## config.mk

```make
export PLATFORM = sky130hd
export DESIGN_NAME = i2c_reg_access
export DESIGN_NICKNAME = d
export VERILOG_FILES = /design/src/rtl/i2c_pkg.sv /design/src/rtl/i2c_sync.sv /design/src/rtl/i2c_reg_access.sv
export SDC_FILE = /design/constraint.sdc
export NUM_CORES = 1
export LEC_CHECK = 0
export CORE_MARGIN = 4
export CORE_UTILIZATION = 35
export CTS_BUF_LIST = sky130_fd_sc_hd__clkbuf_16
export CTS_CLUSTER_SIZE = 20
export DETAILED_ROUTE_END_ITERATION = 10
export DONT_BUFFER_PORTS = 1
export GPL_TIMING_DRIVEN = 0
export PLACE_DENSITY = 0.48
export SYNTH_ARGS = -nofsm -noshare
export SYNTH_HDL_FRONTEND = slang
export SYNTH_SLANG_ARGS = --single-unit
export TNS_END_PERCENT = 30
```

## constraint.sdc

```tcl
create_clock -name clk -period 4 [get_ports clk]
set_clock_uncertainty 0.15 [all_clocks]
set_input_delay 0.8 -clock clk [delete_from_list [all_inputs] [get_ports clk]]
set_output_delay 0.8 -clock clk [all_outputs]
set_load 0.02 [all_outputs]
```

## src/rtl/i2c_pkg.sv

```systemverilog
// i2c_pkg: shared definitions for the I2C register-access controller.
//   state_t        - controller FSM states
//   MAX_WR_LEN     - largest legal req_len for a register write
//   BITS_PER_BYTE  - SCL rises per byte on the wire (8 data + ACK)
//   expected_rises - SCL rises a complete phase of a given m_size produces
package i2c_pkg;

    typedef enum logic [2:0] {
        IDLE,
        WR_GO,
        WR_RUN,
        RD_GO,
        RD_RUN,
        DONE
    } state_t;

    localparam int unsigned MAX_WR_LEN    = 2;
    localparam int unsigned BITS_PER_BYTE = 9;

    function automatic logic [5:0] expected_rises(input logic [1:0] size);
        return 6'(BITS_PER_BYTE * (32'(size) + 32'd2));
    endfunction

endpackage

```

## src/rtl/i2c_sync.sv

```systemverilog
// i2c_sync: 2-FF synchronizer with edge pulses.
//   clk, rst - clock, async active-high reset
//   d        - asynchronous input
//   q        - synchronized level
//   rise     - one-cycle pulse on synchronized 0->1
//   fall     - one-cycle pulse on synchronized 1->0
module i2c_sync (
    input  logic clk,
    input  logic rst,
    input  logic d,
    output logic q,
    output logic rise,
    output logic fall
);

    logic meta;
    logic prev;

    always_ff @(posedge clk or posedge rst) begin
        if (rst) begin
            meta <= '0;
            q    <= '0;
            prev <= '0;
        end else begin
            meta <= d;
            q    <= meta;
            prev <= q;
        end
    end

    assign rise = q & ~prev;
    assign fall = ~q & prev;

endmodule

```

## src/rtl/i2c_reg_access.sv

```systemverilog
// i2c_reg_access: sequences register writes/reads through an I2C byte master.
//   clk, rst                       - clock, async active-high reset
//   req_valid/req_ready            - request handshake (ready only in IDLE)
//   req_write, req_dev, req_reg,
//   req_len, req_wdata             - request fields (len = data bytes - 1)
//   resp_valid, resp_err,
//   resp_rdata                     - completion pulse, error flag, read data
//   m_start, m_read_nwrite, m_addr,
//   m_size, m_data_i, m_data_valid - master control
//   m_busy, m_newData, m_data_o,
//   scl_i                          - master status/read data, monitored SCL
module i2c_reg_access
    import i2c_pkg::*;
(
    input  logic        clk,
    input  logic        rst,
    input  logic        req_valid,
    output logic        req_ready,
    input  logic        req_write,
    input  logic [6:0]  req_dev,
    input  logic [7:0]  req_reg,
    input  logic [1:0]  req_len,
    input  logic [23:0] req_wdata,
    output logic        resp_valid,
    output logic        resp_err,
    output logic [31:0] resp_rdata,
    output logic        m_start,
    output logic        m_read_nwrite,
    output logic [6:0]  m_addr,
    output logic [1:0]  m_size,
    output logic [7:0]  m_data_i,
    output logic        m_data_valid,
    input  logic        m_busy,
    input  logic        m_newData,
    input  logic [7:0]  m_data_o,
    input  logic        scl_i
);

    state_t      state, state_nx;
    logic        err_set;

    logic        wr_q;
    logic [6:0]  dev_q;
    logic [7:0]  reg_q;
    logic [1:0]  len_q;
    logic [23:0] wdata_q;

    logic [5:0]  rise_cnt;
    logic [3:0]  bitcnt;
    logic [2:0]  bytecnt;
    logic [1:0]  rdidx;
    logic [1:0]  size_c;
    logic        phase_ok;
    logic        active;

    logic busy_s, busy_rise, busy_fall;
    logic scl_s, scl_rise, scl_fall;
    logic nd_s, nd_rise, nd_fall;
    logic sync_unused;

    i2c_sync u_sync_busy (.clk(clk), .rst(rst), .d(m_busy),
                          .q(busy_s), .rise(busy_rise), .fall(busy_fall));
    i2c_sync u_sync_scl  (.clk(clk), .rst(rst), .d(scl_i),
                          .q(scl_s), .rise(scl_rise), .fall(scl_fall));
    i2c_sync u_sync_nd   (.clk(clk), .rst(rst), .d(m_newData),
                          .q(nd_s), .rise(nd_rise), .fall(nd_fall));

    assign sync_unused = ^{busy_rise, scl_s, scl_fall, nd_s, nd_rise};

    // Write phase carries the data bytes (pointer only for a read);
    // read phase size comes straight from the request.
    always_comb begin
        if (state == RD_GO || state == RD_RUN) size_c = len_q;
        else if (wr_q)                         size_c = len_q + 2'd1;
        else                                   size_c = '0;
    end

    assign phase_ok = (rise_cnt == expected_rises(size_c));

    // State register
    always_ff @(posedge clk or posedge rst) begin
        if (rst) state <= IDLE;
        else     state <= state_nx;
    end

    // Next-state logic
    always_comb begin
        state_nx = state;
        err_set  = 1'b0;
        unique case (state)
            IDLE: if (req_valid) begin
                if (req_write && (32'(req_len) > MAX_WR_LEN)) begin
                    state_nx = DONE;
                    err_set  = 1'b1;
                end else begin
                    state_nx = WR_GO;
                end
            end
            WR_GO:  if (busy_s) state_nx = WR_RUN;
            WR_RUN: if (busy_fall) begin
                if (phase_ok) state_nx = wr_q ? DONE : RD_GO;
                else begin
                    state_nx = DONE;
                    err_set  = 1'b1;
                end
            end
            RD_GO:  if (busy_s) state_nx = RD_RUN;
            RD_RUN: if (busy_fall) begin
                state_nx = DONE;
                err_set  = ~phase_ok;
            end
            DONE:    state_nx = IDLE;
            default: state_nx = IDLE;
        endcase
    end

    // Output logic
    always_comb begin
        active        = (state == WR_GO) || (state == WR_RUN) ||
                        (state == RD_GO) || (state == RD_RUN);
        req_ready     = (state == IDLE);
        resp_valid    = (state == DONE);
        m_start       = (state == WR_GO) || (state == RD_GO);
        m_data_valid  = (state == WR_GO) || (state == WR_RUN);
        m_read_nwrite = (state == RD_GO) || (state == RD_RUN);
        m_addr        = active ? dev_q  : '0;
        m_size        = active ? size_c : '0;
        unique case (bytecnt)
            3'd0:    m_data_i = reg_q;
            3'd1:    m_data_i = wdata_q[7:0];
            3'd2:    m_data_i = wdata_q[15:8];
            3'd3:    m_data_i = wdata_q[23:16];
            default: m_data_i = '0;
        endcase
    end

    // Request latch, bit/byte tracking and response capture
    always_ff @(posedge clk or posedge rst) begin
        if (rst) begin
            wr_q       <= '0;
            dev_q      <= '0;
            reg_q      <= '0;
            len_q      <= '0;
            wdata_q    <= '0;
            rise_cnt   <= '0;
            bitcnt     <= '0;
            bytecnt    <= '0;
            rdidx      <= '0;
            resp_err   <= '0;
            resp_rdata <= '0;
        end else begin
            if (state == IDLE && req_valid) begin
                wr_q       <= req_write;
                dev_q      <= req_dev;
                reg_q      <= req_reg;
                len_q      <= req_len;
                wdata_q    <= req_wdata;
                resp_err   <= '0;
                resp_rdata <= '0;
            end
            if (err_set) resp_err <= 1'b1;

            if (state == WR_GO || state == RD_GO) begin
                rise_cnt <= '0;
                bitcnt   <= '0;
                bytecnt  <= '0;
                rdidx    <= '0;
            end else if ((state == WR_RUN || state == RD_RUN) && scl_rise) begin
                rise_cnt <= rise_cnt + 6'd1;
                if (bitcnt == 4'(BITS_PER_BYTE)) begin
                    bitcnt  <= 4'd1;
                    bytecnt <= bytecnt + 3'd1;
                end else begin
                    bitcnt  <= bitcnt + 4'd1;
                end
            end

            if (state == RD_RUN && nd_fall) begin
                resp_rdata[{rdidx, 3'b000} +: 8] <= m_data_o;
                rdidx                            <= rdidx + 2'd1;
            end
        end
    end

endmodule

```

# Word-level counts from Yosys, hierarchy flattened
# Cells that the tools add are included.
dict set report totals {
  reg_bits 102
  out_inout_bits 55
  word_cells 107
}
dict set report classes {
  addsub 7
  multipliers 1
  order_cmp 1
  eq_ne 15
  n_shift 2
  n_mux 35
  bitwise 7
  n_reduce_logical 18
}
# cell count
set ops {}
lappend ops {{$mux 32} 2}
lappend ops {{$mux 3} 11}
lappend ops {{$bwmux 32} 1}
lappend ops {{$pmux 8 s4} 1}
lappend ops {{$shift 8x7->32 const A} 1}
lappend ops {{$shiftx 8x7->32} 1}
lappend ops {{$pmux 3 s5} 1}
lappend ops {{$eq 3x2->1 const B} 4}
lappend ops {{$mux 4} 3}
lappend ops {{$mux 6} 2}
lappend ops {{$mux 2} 5}
lappend ops {{$reduce_bool 2->1} 4}
lappend ops {{$mux 1} 7}
lappend ops {{$mux 7} 1}
lappend ops {{$neg 5->7} 1}
lappend ops {{$add 6x1->6 const B} 1}
lappend ops {{$eq 3x1->1 const B} 2}
lappend ops {{$eq 3x3->1 const B} 2}
lappend ops {{$eq 6x6->1} 1}
lappend ops {{$logic_not 3->1} 2}
lappend ops {{$logic_or 1x1->1} 6}
lappend ops {{$mul 4x3->6 const A} 1}
lappend ops {{$ne 2x2->1 const B} 3}
lappend ops {{$reduce_and 5->1} 1}
lappend ops {{12 further kinds} 22}

# Logic depth before layout (Yosys ltp)
dict set report logic_depth {
  ltp_word 10
  mapped_depth 8
  depth_no_buf 6
}

# Modules after synthesis
# Synthesis repeated with hierarchy kept, for this count alone.
dict set report unflattened {
  cells_unflattened 422
  hier_area_um2 4712.0
}
# module n_inst cells_per_inst area_per_inst_um2 seq_area_each_um2
set modules_own_cells {}
lappend modules_own_cells {i2c_reg_access 1 404 4430.5 2327.2}
lappend modules_own_cells {i2c_sync 3 6 93.8 75.1}

# Worst setup path before layout
# Ideal clock, no wire load.
dict set report synth_path {
  path_type {reg2out}
  from {register bytecnt[2]}
  to {output m_data_i[7]}
  arrival_time_ps 1422
  required_time_ps 3050
  slack_ps 1628
  stages_incl_launch_ff 7
  path_buffers 2
  path_cell_list {dfrtp_1 -> clkbuf_1 -> inv_1 -> ha_1 -> clkbuf_1 -> a22oi_1 -> a21oi_1}
}
dict set report synth_via {
  elab_chain_len 2
  word_cells_on_any_way 5
  cone_classes {eq/ne (3); mux (1); reduce/logical (1)}
}
# item line_no
set synth_lines {}
lappend synth_lines {{start: declaration} i2c_reg_access.sv:50} ;# logic [2:0] bytecnt;
lappend synth_lines {{start signal: assignment} i2c_reg_access.sv:172} ;# bytecnt <= bytecnt + 3'd1;
lappend synth_lines {{$eq 3x2->1, or another cell as far along} i2c_reg_access.sv:128} ;# unique case (bytecnt)
lappend synth_lines {{$pmux 8 s4 (*)} i2c_reg_access.sv:128}
lappend synth_lines {{end: declaration} i2c_reg_access.sv:31} ;# output logic [7:0] m_data_i,
# Every way passes the cells marked *; elsewhere a longest branch is shown, timed or not.

# Worst setup path in the final report
dict set report layout_path {
  from {register state[0]}
  to {output m_size[1]}
}
dict set report layout_via {
  elab_chain_len 5
  word_cells_on_any_way 10
  cone_classes {eq/ne (4); mux (2); reduce/logical (4)}
}
# item line_no
set layout_lines {}
lappend layout_lines {{start: declaration} i2c_reg_access.sv:39} ;# state_t state, state_nx;
lappend layout_lines {{start signal: assignment} i2c_reg_access.sv:83} ;# else state <= state_nx;
lappend layout_lines {{$eq 3x1->1 / $eq 3x2->1 (equally long branches)} i2c_reg_access.sv:119} ;# active = (state == WR_GO) || (state == WR_RUN) ||
lappend layout_lines {{$logic_or 1x1->1 (2 in a row)} i2c_reg_access.sv:119}
lappend layout_lines {{$logic_or 1x1->1} i2c_reg_access.sv:120} ;# (state == RD_GO) || (state == RD_RUN);
lappend layout_lines {{$mux 2 (*)} i2c_reg_access.sv:127} ;# m_size = active ? size_c : '0;
lappend layout_lines {{end: declaration} i2c_reg_access.sv:30} ;# output logic [1:0] m_size,
# Marked as above.

==> run summary <==
Crit path kind: reg2out
Synthesized area: 4760 um2
GRT Total Usage: 16.3%
Starting DRT DRC Count: 182
HP Class: reg2reg
Via count: 3,631
Syn Area/Cell: 9.38 um2
Std-Cell Rows: 42
CTS Buf Count: 9
R2r startpoint: rdidx[0]$_DFFE_PP0P_
Reg2reg end: resp_rdata[6]$_DFF_PP0_
CP startpoint kind: flop
Pins over their slew limit: 0
Post-DRT Antenna Nets: 0
Sequential group share of total power: 43.5%
Mapped Cells: 507
Core area: 13,300 um2
Total die area: 15,500 um2
Worst Hold Launch: u_sync_busy.meta$_DFF_PP0_
Initial Util: 35.8%
First-pass GRT wire length: 20.3 mm
# resized after CTS: 0
Worst path required time: 3050 ps
Commonest cells post-synth: nand2_1 (166), dfrtp_1 (102), nand3_1 (29), o21ai_0 (28), nor2_1 (21)
CP Data Arrival Time: 2300 ps
Clock transition at path regs: 70 ps
WL/cell: 18.0 um
Cell internal pwr: 0.00204 W
DRT Pass-1 Iters: 4
Multi-input combinational cell area: 2030 um2
Sequential Area: 2550 um2
Vias in the first global route: 3,683
Worst slew pin tran: 1010 ps
Max Root-Sink Buffers: 2
Setup crit end: m_size[1]
Leak: 2.47 nW
Post-synth top area share: 53.7%
Power share of the clock group: 23.1%
Fillers: 1,371
Cells after DPL: 684
Final period utilization: 81.3%
Clock sink count: 102
Post-synth ARST share: 100%
Worst r2r path cells: 5
NumNets Final: 588
Synth unique cells: 54
Switching Fraction: 40.5%
Area leader, netlist: dfrtp_1
Max H-tree Level: 3
Share of post-route cells with drive strength above 1: 6.11%
Yosys reg bits: 102
Fmax: 0.308 GHz
Post-synth EDFFs: 0
Crit end category: output port
Status: finished clean
Min Tclk post-route: 3250 ps
Comb power frac: 33.5%
R2R Setup Slk: 1630 ps
# DRC: 0
GRT Residual Overflow: 0
CTS Hold Bufs: 0
Final GP Congestion: 0.831
Maximum vdd drop: 0.243 mV
Total wire length: 12.6 mm
Start point of the critical path: state[0]$_DFFE_PP0P_
ANT cells: 0
Design Area, Final: 5270 um2
Rel. slew slack: 32.0%
DP Area: 5010 um2
Register area share after synthesis: 53.7%
RSZ-0062 raised after global routing: false
Pwr dens: 652 nW/um2
Most numerous cell in the Yosys netlist: nand2_1
# setup viols final: 0
I/O Buffers: 0
Vias per cell: 5.19
Area Overhead vs Synth: 10.7%
Initial antenna violation count: 0
Top_reg_cell synth: dfrtp_1
Switching Power: 0.00139 W
Max-cap check violation count: 0
Final hold vios: 0
Synth Net Count: 576
Detailed placement HPWL: 9.13 mm
Die W: 125 um
Hold path depth: 0
TritonCTS clock tree: done
Crit-path max FO: 10
Die height: 125 um
Pin count of the biggest net entering global routing: 57
Top cells by area, synth: dfrtp_1 (54%), nand2_1 (13%), ha_1 (3.4%)
Fin cells: 700
YS warnings: 0
Num ports: 111
Clock latency on the worst-skew pair: 340 ps
Post-CTS setup buffers: 0
Setup TNS: 0 ps
CTS root buf: clkbuf_16
[how the worst min path moves through the flow]
stage	slack, ps	to
after floorplan	180	u_sync_busy.q$_DFF_PP0_
after global placement	180	u_sync_scl.q$_DFF_PP0_
after detailed placement	180	u_sync_busy.q$_DFF_PP0_
after CTS	200	u_sync_busy.q$_DFF_PP0_
after global routing	210	u_sync_scl.q$_DFF_PP0_
final	200	u_sync_busy.q$_DFF_PP0_
[cells in the final DEF, fill, tap and decap left out, types with 9 or more instances in the layout]
| cell type | n |
|---|---|
| nand3_1 | 29 |
| and2_1 | 9 |
| nor2_1 | 21 |
| clkbuf_1 | 17 |
| o21ai_0 | 28 |
| clkbuf_16 | 9 |
| a22oi_1 | 17 |
| ha_1 | 13 |
| a21oi_1 | 16 |
| inv_1 | 12 |
| dfrtp_1 | 102 |
| nand2_1 | 166 |
[power groups by stage]
| stage | Clock [W] | Combinational (W) | Sequential [W] |
|---|---|---|---|
| after floorplan | 0 | 0.000900 | 0.00145 |
| after global placement | 0 | 0.00115 | 0.00150 |
| after detailed placement | 0 | 0.00117 | 0.00151 |
| after CTS | 0.000811 | 0.00117 | 0.00149 |
| after global routing | 0.000859 | 0.00129 | 0.00153 |
| final | 0.000792 | 0.00115 | 0.00149 |
[per-layer routing]
| layer | global-route usage [%] | share of wire, % | vias up |
|---|---|---|---|
| met5 | 0 | 0 | - |
| li1 | - | - | 1731 |
| met1 | 21.1 | 44 | 1784 |
| met4 | 5.35 | 1.3 | 0 |
| met2 | 25.9 | 47 | 101 |
| met3 | 5.19 | 7.4 | 15 |
[through the flow]
stage / worst slack (ps) / power [W] / utilization [%] / hold slack (ps)
CTS: 666 / 0.00348 / 39.6 / 199
global route: 555 / 0.00368 / 39.6 / 208
finish: 748 / 0.00343 / 39.6 / 200
global placement: -817 / 0.00265 / 37.4 / 182
detailed placement: 1050 / 0.00268 / 37.7 / 185
floorplan: 375 / 0.00235 / - / 181
[cell families (layout without fill, tap and decap cells)]
group | Yosys count | in the layout | synth area share (%)
simple gates | 256 | 256 | 24.8
flops | 102 | 102 | 53.7
compound gates | 84 | 84 | 11.8
buf+inv | 38 | 55 | 3.58
fa+ha+maj | 13 | 13 | 3.42
xor+xnor | 9 | 9 | 1.66
mux | 5 | 5 | 1.10
[registers in the layout, summed over array words and instances, names as in the netlist, 2 cells and up]
signal	flops
rise_cnt	6
len_q	2
reg_q	8
bitcnt	4
rdidx	2
state	3
resp_rdata	32
bytecnt	3
wdata_q	24
dev_q	7
[cell type report]
class / instances / share of cell area (%)
sequential: 102 / 48.5
inverter: 11 / 0.832
clock inverter: 7 / 0.641
tap: 176 / 4.18
buffer: 27 / 2.45
multi-input combinational: 367 / 38.6
clock buffer: 9 / 4.28
timing repair buffer: 1 / 0.523
[critical path, cell delays in order (launching register included)]
cell	delay (ps)
dfrtp_1	420
buf_4	220
nor2_1	110
xnor2_1	800
o31a_1	410
Note: power is estimated with default switching activity, not from simulation.
